File: config.mk
export PLATFORM = sky130hd
export DESIGN_NAME = ysyx_24100005_reg_file
export DESIGN_NICKNAME = d
export VERILOG_FILES = /design/src/rtl/ysyx_24100005_pkg.sv /design/src/rtl/ysyx_24100005_reg_cell.sv /design/src/rtl/ysyx_24100005_reg_file.sv
export SDC_FILE = /design/constraint.sdc
export NUM_CORES = 2
export LEC_CHECK = 0
export ABC_AREA = 1
export CAP_MARGIN = 20
export CORE_ASPECT_RATIO = 0.7
export CORE_MARGIN = 2
export CORE_UTILIZATION = 40
export DETAILED_ROUTE_END_ITERATION = 7
export GPL_TIMING_DRIVEN = 0
export PLACE_DENSITY = 0.62
export SYNTH_ARGS = -nofsm -noshare
export SYNTH_HDL_FRONTEND = slang
export SYNTH_SLANG_ARGS = --single-unit
File: constraint.sdc
create_clock -name clk -period 2.57 [get_ports clk]
set_input_delay 0.514 -clock clk [delete_from_list [all_inputs] [get_ports clk]]
set_output_delay 0.514 -clock clk [all_outputs]
set_load 0.1 [all_outputs]
File: src/rtl/ysyx_24100005_pkg.sv
// ysyx_24100005_pkg
//   Constants shared by the ysyx_24100005 RV32 core: the architectural data
//   width, the register-address width, the PC reset vector and the index of
//   the hardwired zero register.
package ysyx_24100005_pkg;

  localparam int unsigned XLEN       = 32;
  localparam int unsigned REG_ADDR_W = 5;
  localparam int unsigned NUM_REGS   = 1 << REG_ADDR_W;

  localparam logic [XLEN-1:0] RESET_PC = 32'h8000_0000;
  localparam int unsigned     REG_ZERO = 0;

endpackage : ysyx_24100005_pkg

File: src/rtl/ysyx_24100005_reg_cell.sv
// ysyx_24100005_reg_cell
//   Generic resettable register. Used for every register-file entry and,
//   standalone, as the PC register (RESET_VAL = RESET_PC, wen tied high).
//
// Ports
//   clk   in   rising-edge clock
//   rst   in   synchronous active-high reset, dominates wen
//   din   in   [WIDTH] data to load
//   wen   in   load enable
//   dout  out  [WIDTH] registered value (never combinational from din)
module ysyx_24100005_reg_cell
  import ysyx_24100005_pkg::*;
#(
  parameter int unsigned      WIDTH     = XLEN,
  parameter logic [WIDTH-1:0] RESET_VAL = '0
) (
  input  logic             clk,
  input  logic             rst,
  input  logic [WIDTH-1:0] din,
  input  logic             wen,
  output logic [WIDTH-1:0] dout
);

  logic [WIDTH-1:0] val_q;
  logic [WIDTH-1:0] val_d;

  // Next-value select: reset first, then load, else hold.
  always_comb begin
    val_d = val_q;
    if (rst) begin
      val_d = RESET_VAL;
    end else if (wen) begin
      val_d = din;
    end
  end

  always_ff @(posedge clk) begin
    val_q <= val_d;
  end

  assign dout = val_q;

endmodule : ysyx_24100005_reg_cell

File: src/rtl/ysyx_24100005_reg_file.sv
// ysyx_24100005_reg_file
//   General-purpose register file: 2^ADDR_WIDTH entries of DATA_WIDTH bits,
//   one combinational read port, one synchronous write port. Entry 0 is a
//   constant zero with no storage behind it.
//
// Ports
//   clk    in   rising-edge clock
//   rst    in   synchronous active-high reset, clears all entries, beats wen
//   wen    in   write enable
//   waddr  in   [ADDR_WIDTH] write address (writes to 0 are dropped)
//   wdata  in   [DATA_WIDTH] write data
//   raddr  in   [ADDR_WIDTH] read address
//   rdata  out  [DATA_WIDTH] read data, combinational, no write bypass
module ysyx_24100005_reg_file
  import ysyx_24100005_pkg::*;
#(
  parameter int unsigned ADDR_WIDTH = REG_ADDR_W,
  parameter int unsigned DATA_WIDTH = XLEN
) (
  input  logic                  clk,
  input  logic                  rst,
  input  logic                  wen,
  input  logic [ADDR_WIDTH-1:0] waddr,
  input  logic [DATA_WIDTH-1:0] wdata,
  input  logic [ADDR_WIDTH-1:0] raddr,
  output logic [DATA_WIDTH-1:0] rdata
);

  localparam int unsigned NUM_ENTRIES = 1 << ADDR_WIDTH;

  logic [NUM_ENTRIES-1:0][DATA_WIDTH-1:0] entry_q;
  logic [NUM_ENTRIES-1:0]                 cell_wen;

  // Entry 0 has no cell; it is a constant so writes to it vanish.
  assign entry_q[REG_ZERO] = '0;
  assign cell_wen[REG_ZERO] = 1'b0;

  // One storage cell per architectural register x1..x(N-1).
  for (genvar i = 1; i < NUM_ENTRIES; i++) begin : g_entry
    assign cell_wen[i] = wen && (waddr == ADDR_WIDTH'(i));

    ysyx_24100005_reg_cell #(
      .WIDTH     (DATA_WIDTH),
      .RESET_VAL ('0)
    ) u_cell (
      .clk  (clk),
      .rst  (rst),
      .din  (wdata),
      .wen  (cell_wen[i]),
      .dout (entry_q[i])
    );
  end

  // Plain read select from stored values only; a same-address write shows
  // up after the edge, which keeps rdata->wdata loops in the core stable.
  always_comb begin
    rdata = entry_q[raddr];
  end

endmodule : ysyx_24100005_reg_file

# ---- After elaboration in Yosys (flattened, before gate mapping)
# Index checks and enable logic that the tools add are counted.
dict set report word_totals {
  word_cells 96
  input_bits 45
  reg_bits 992
  output_inout_bits 32
}
dict set report op_classes {
  n_mux 2
  eq_ne 31
  n_reduce_logical 31
  magnitude_cmp 1
}
# cell n
set ops {}
lappend ops {{$bmux W32 S5} 1}
lappend ops {{$eq A5 B5 Y1 const B} 16}
lappend ops {{$eq A5 B4 Y1 const B} 8}
lappend ops {{$mux W32} 1}
lappend ops {{$logic_and A1 B1 Y1} 31}
lappend ops {{$eq A5 B3 Y1 const B} 4}
lappend ops {{$eq A5 B2 Y1 const B} 2}
lappend ops {{$lt A5 B6 Y1 const B} 1}
lappend ops {{$eq A5 B1 Y1 const B} 1}

# ---- Logic depth before layout (Yosys ltp)
dict set report depth {
  ltp_word 2
  depth_mapped 13
}

# ---- Hierarchy
# From an unflattened synthesis, not the netlist that was laid out.
dict set report unflattened {
  cells_unflattened 9090
  hier_area_um2 53488.8
}
# mod area_per_inst_um2 cells_per_inst n_inst seq_area_each_um2
set modules_own_cells {}
lappend modules_own_cells {ysyx_24100005_reg_cell 1338.8 203 31 640.6}
lappend modules_own_cells {ysyx_24100005_reg_file 11986.5 2797 1 0.0}

# ---- Least setup slack after synthesis
# Ideal clock, no wire load.
dict set report synth_timing {
  path_kind {input-to-output}
  startpoint {input raddr[0]}
  endpoint {output rdata[16]}
  path_slack_ps -171
  arrival_time_ps 2227
  required_ps 2056
  stages 12
  cell_sequence {buf_2 > inv_1 > buf_2 > clkbuf_1 > nand2_1 > nand3_1 > nand3_1 > nand2_1 > nand2_1 > nand2_1 > nand2_1 > nand2_1}
}
dict set report synth_via {
  elab_chain_len 2
}
# element line
set synth_rtl {}
lappend synth_rtl {{from (decl)} ysyx_24100005_reg_file.sv:25} ;# input logic [ADDR_WIDTH-1:0] raddr,
lappend synth_rtl {{$bmux W32 S5} ysyx_24100005_reg_file.sv:57} ;# rdata = entry_q[raddr];
lappend synth_rtl {{$mux W32 (not written as such)} ysyx_24100005_reg_file.sv:57}
lappend synth_rtl {{to (decl)} ysyx_24100005_reg_file.sv:26} ;# output logic [DATA_WIDTH-1:0] rdata
# Every way passes these cells. The select of a mux whose other input is x is not followed.

# ---- Worst setup path after layout
dict set report layout_timing {
  startpoint {input raddr[1]}
  endpoint {output rdata[20]}
}
# Same word-level chain as after synthesis.

==> metrics.yaml <==
status: "finished with violations"
violations: "setup timing"
core_area_um2: 115000
die_y_um: 289
synth_area_leader_cell: "dfxtp_1"
yosysSeqAreaShare_pct: 42.8
ctsHtreeMaxLevel: 3
clock_latency_ps: 730
p_total_mw: 36.3
fin_skew_ps: 0
numCtsBuffers: 101
ys_top_cells_by_count: "nand2_1 (2295), nand3_1 (1316), dfxtp_1 (992)"
initial_core_util_pct: 40.3
top_usage_layer: "met1"
post-place-ws_ps: -2460
setup_ws_ps: -273
synthAdderAreaFrac_pct: 0
synth_edf_count: 0
antenna_found_initial: 4
drtPass1Iterations: 7
irDropWorstVdd_uv: 681
max_freq_mhz: 352
ant_nets: 0
yosys_most_used_dff: "dfxtp_1"
die_w_um: 411
final_nets: 7117
syn_area_um2: 46400
drive_above_1_share_pct: 14.1
met3_usage_pct: 16.1
routedWlPerCell_um: 27.6
yosysMostFrequentCell: "nand2_1"
yosys.area_share.simple_pct: 36.7
cp-end-kind: "output port"
critPathBufInv: 4
grtUsageTotal_pct: 38.5
crit_path_start_kind: "input pin"
largest_register_ff_count: 992
cts.sinks: 992
crit_chain: "buf_6 > buf_4 > clkbuf_4 > nand3_1 > nand3_1 > nand2_2 > nand2_2 > nand2_1 > nand2_1 > nand2_2 > buf_12"
switching_power_mw: 11.0
async_reset_ff_share_pct: 0
cts_max_path_buffers: 3
finalHoldViolCount: 0
yosysUniqueCellTypes: 24
powerDensity_nw_per_um2: 638
crit_fanout: 10
setup_violations: 55
drt-initial-drc-count: 10339
path_delay_family: "buffers and inverters"
crit_top_cell: "nand2_2"
max_cap_violations: 0
viasPerCell: 6.15
cp_slowest_cell: "clkbuf_4"
synthesis.nets: 6898
routed_wl_mm: 240
synth_top_family_by_area: "simple AND/OR/NAND/NOR gates"
drc: 0
rsz0062_at_grt: "yes"
synthXorXnorAreaFrac_pct: 0
grt_overflow_total: 0
power.internal_mw: 25.3
dpl.hpwl_mm: 175
ys_seq_elements: 992
dieArea_um2: 119000
num_vias: 53463
area_growth_pct: 22.6
globalRouteMet1Util_pct: 57.1
clk_pin_slew_ps: 50
fin_util_pct: 49.4
holdWs_ps: 460
worstPathArrival_ps: 2330
synthMuxAreaShare_pct: 0
synth-compound-area-share_pct: 12.4
finalCritPeriodShare_pct: 111
grt_pass1_vias: 46011
p_leak_nw: 20.2
final.min_clock_period_ps: 2840
tightestPinTransition_ps: 1330
swShare_pct: 30.2
hp-class: "reg -> reg"
slew_violations: 0
synth_top_area_share_pct: 42.8
grt_pass1_wl_mm: 332
relSlewSlack_pct: 11.6
grtUsageMet2_pct: 48.6
cp_slowest_stage_delay_ps: 350
critPathKind: "in -> out"
grt_max_degree: 15
gp_congestion: 1.04
clockRootBuffer: "clkbuf_16"
synth_area_leaders: "dfxtp_1 (43%), nand2_1 (19%), nand3_1 (14%), a21oi_1 (8.6%), clkbuf_1 (3.9%)"
cts_tree: "built"
power_frac_seq_pct: 42.9
avgSynthCellArea_um2: 6.77
io_pins: 77
num_rows: 104
ys_warn_count: 0
postSynthCellCount: 6853
cp.required_ps: 2060
port-buffer-count: 72
p_comb_share_pct: 14.8
power_frac_clock_pct: 42.3
-- worst reg2reg max path, stage by stage (launching register included) --
cell and delay (ps):
dfxtp_1 460, nand2_1 80, a21oi_1 170
-- power groups by stage --
stage,sequential [mW],combinational (mW),clock [mW]
floorplan,15.9,2.27,0
global placement,15.9,4.13,0
detailed placement,15.9,4.16,0
CTS,15.6,4.82,15.2
global route,15.6,5.36,15.8
finish,15.6,5.36,15.3
-- stage by stage --
stage               setup TNS [ps]  cell area (um^2)  cells
global route                 -5980             56900   8686
CTS                          -4340             55600   8671
detailed placement         -529390             49200   8469
global placement           -522830             49100   8462
finish                       -6120             56900   8688
floorplan                        0             46500   6853
-- logic make-up after synthesis --
group,Yosys count
DFF,992
and+or+nand+nor,3958
buffers and inverters,911
AOI/OAI and AO/OA,992
-- repair_timing --
action,in CTS,in global routing
hold buffers,0,0
setup buffers,11,10
pin swaps,44,86
cloned,11,11
setup endpoints to repair,113,205
gates resized for setup,1038,282
-- layer usage --
metal | vias to the layer above | part of all wire [%]
li1 | 23105 | -
met1 | 25469 | 42
met2 | 4296 | 36
met3 | 589 | 18
met4 | 4 | 4.1
met5 | - | 0.012
-- path summary, 6_finish.rpt --
path	startpoint	to	slack, ps	depth (start not counted)
min reg2reg	g_entry[7].u_cell.dout[24]$_SDFFE_PP0P_	g_entry[7].u_cell.dout[24]$_SDFFE_PP0P_	460	2
min	g_entry[7].u_cell.dout[24]$_SDFFE_PP0P_	g_entry[7].u_cell.dout[24]$_SDFFE_PP0P_	460	2
max reg2reg	g_entry[16].u_cell.dout[30]$_SDFFE_PP0P_	g_entry[16].u_cell.dout[30]$_SDFFE_PP0P_	1770	2
max	raddr[1]	rdata[20]	-270	11
-- area by class of cell --
type,count,area [um^2]
multi-input combinational,4950,24600
fill,11488,58200
sequential,992,19900
clock buffer,153,3000
clock inverter,27,278
tap,1537,1920
buffer,699,4560
antenna,2,5.00
timing repair buffer,118,1870
inverter,210,815
-- placed cells by master (no fill, tap or decap), types with 23 or more instances in the layout --
| cell | count |
|---|---|
| a211oi_1 | 134 |
| a211oi_2 | 58 |
| a21oi_1 | 800 |
| buf_12 | 63 |
| buf_2 | 98 |
| buf_4 | 42 |
| buf_6 | 49 |
| buf_8 | 23 |
| clkbuf_1 | 380 |
| clkbuf_16 | 118 |
| clkbuf_2 | 31 |
| clkbuf_4 | 34 |
| clkbuf_8 | 62 |
| clkdlybuf4s50_1 | 35 |
| dfxtp_1 | 992 |
| inv_1 | 194 |
| nand2_1 | 2123 |
| nand2_2 | 129 |
| nand2_4 | 50 |
| nand3_1 | 1138 |
| nand3_2 | 146 |
| nand3_4 | 33 |
| nand4_1 | 128 |
| nor2_1 | 195 |
Note: power is estimated with default switching activity, not from simulation.
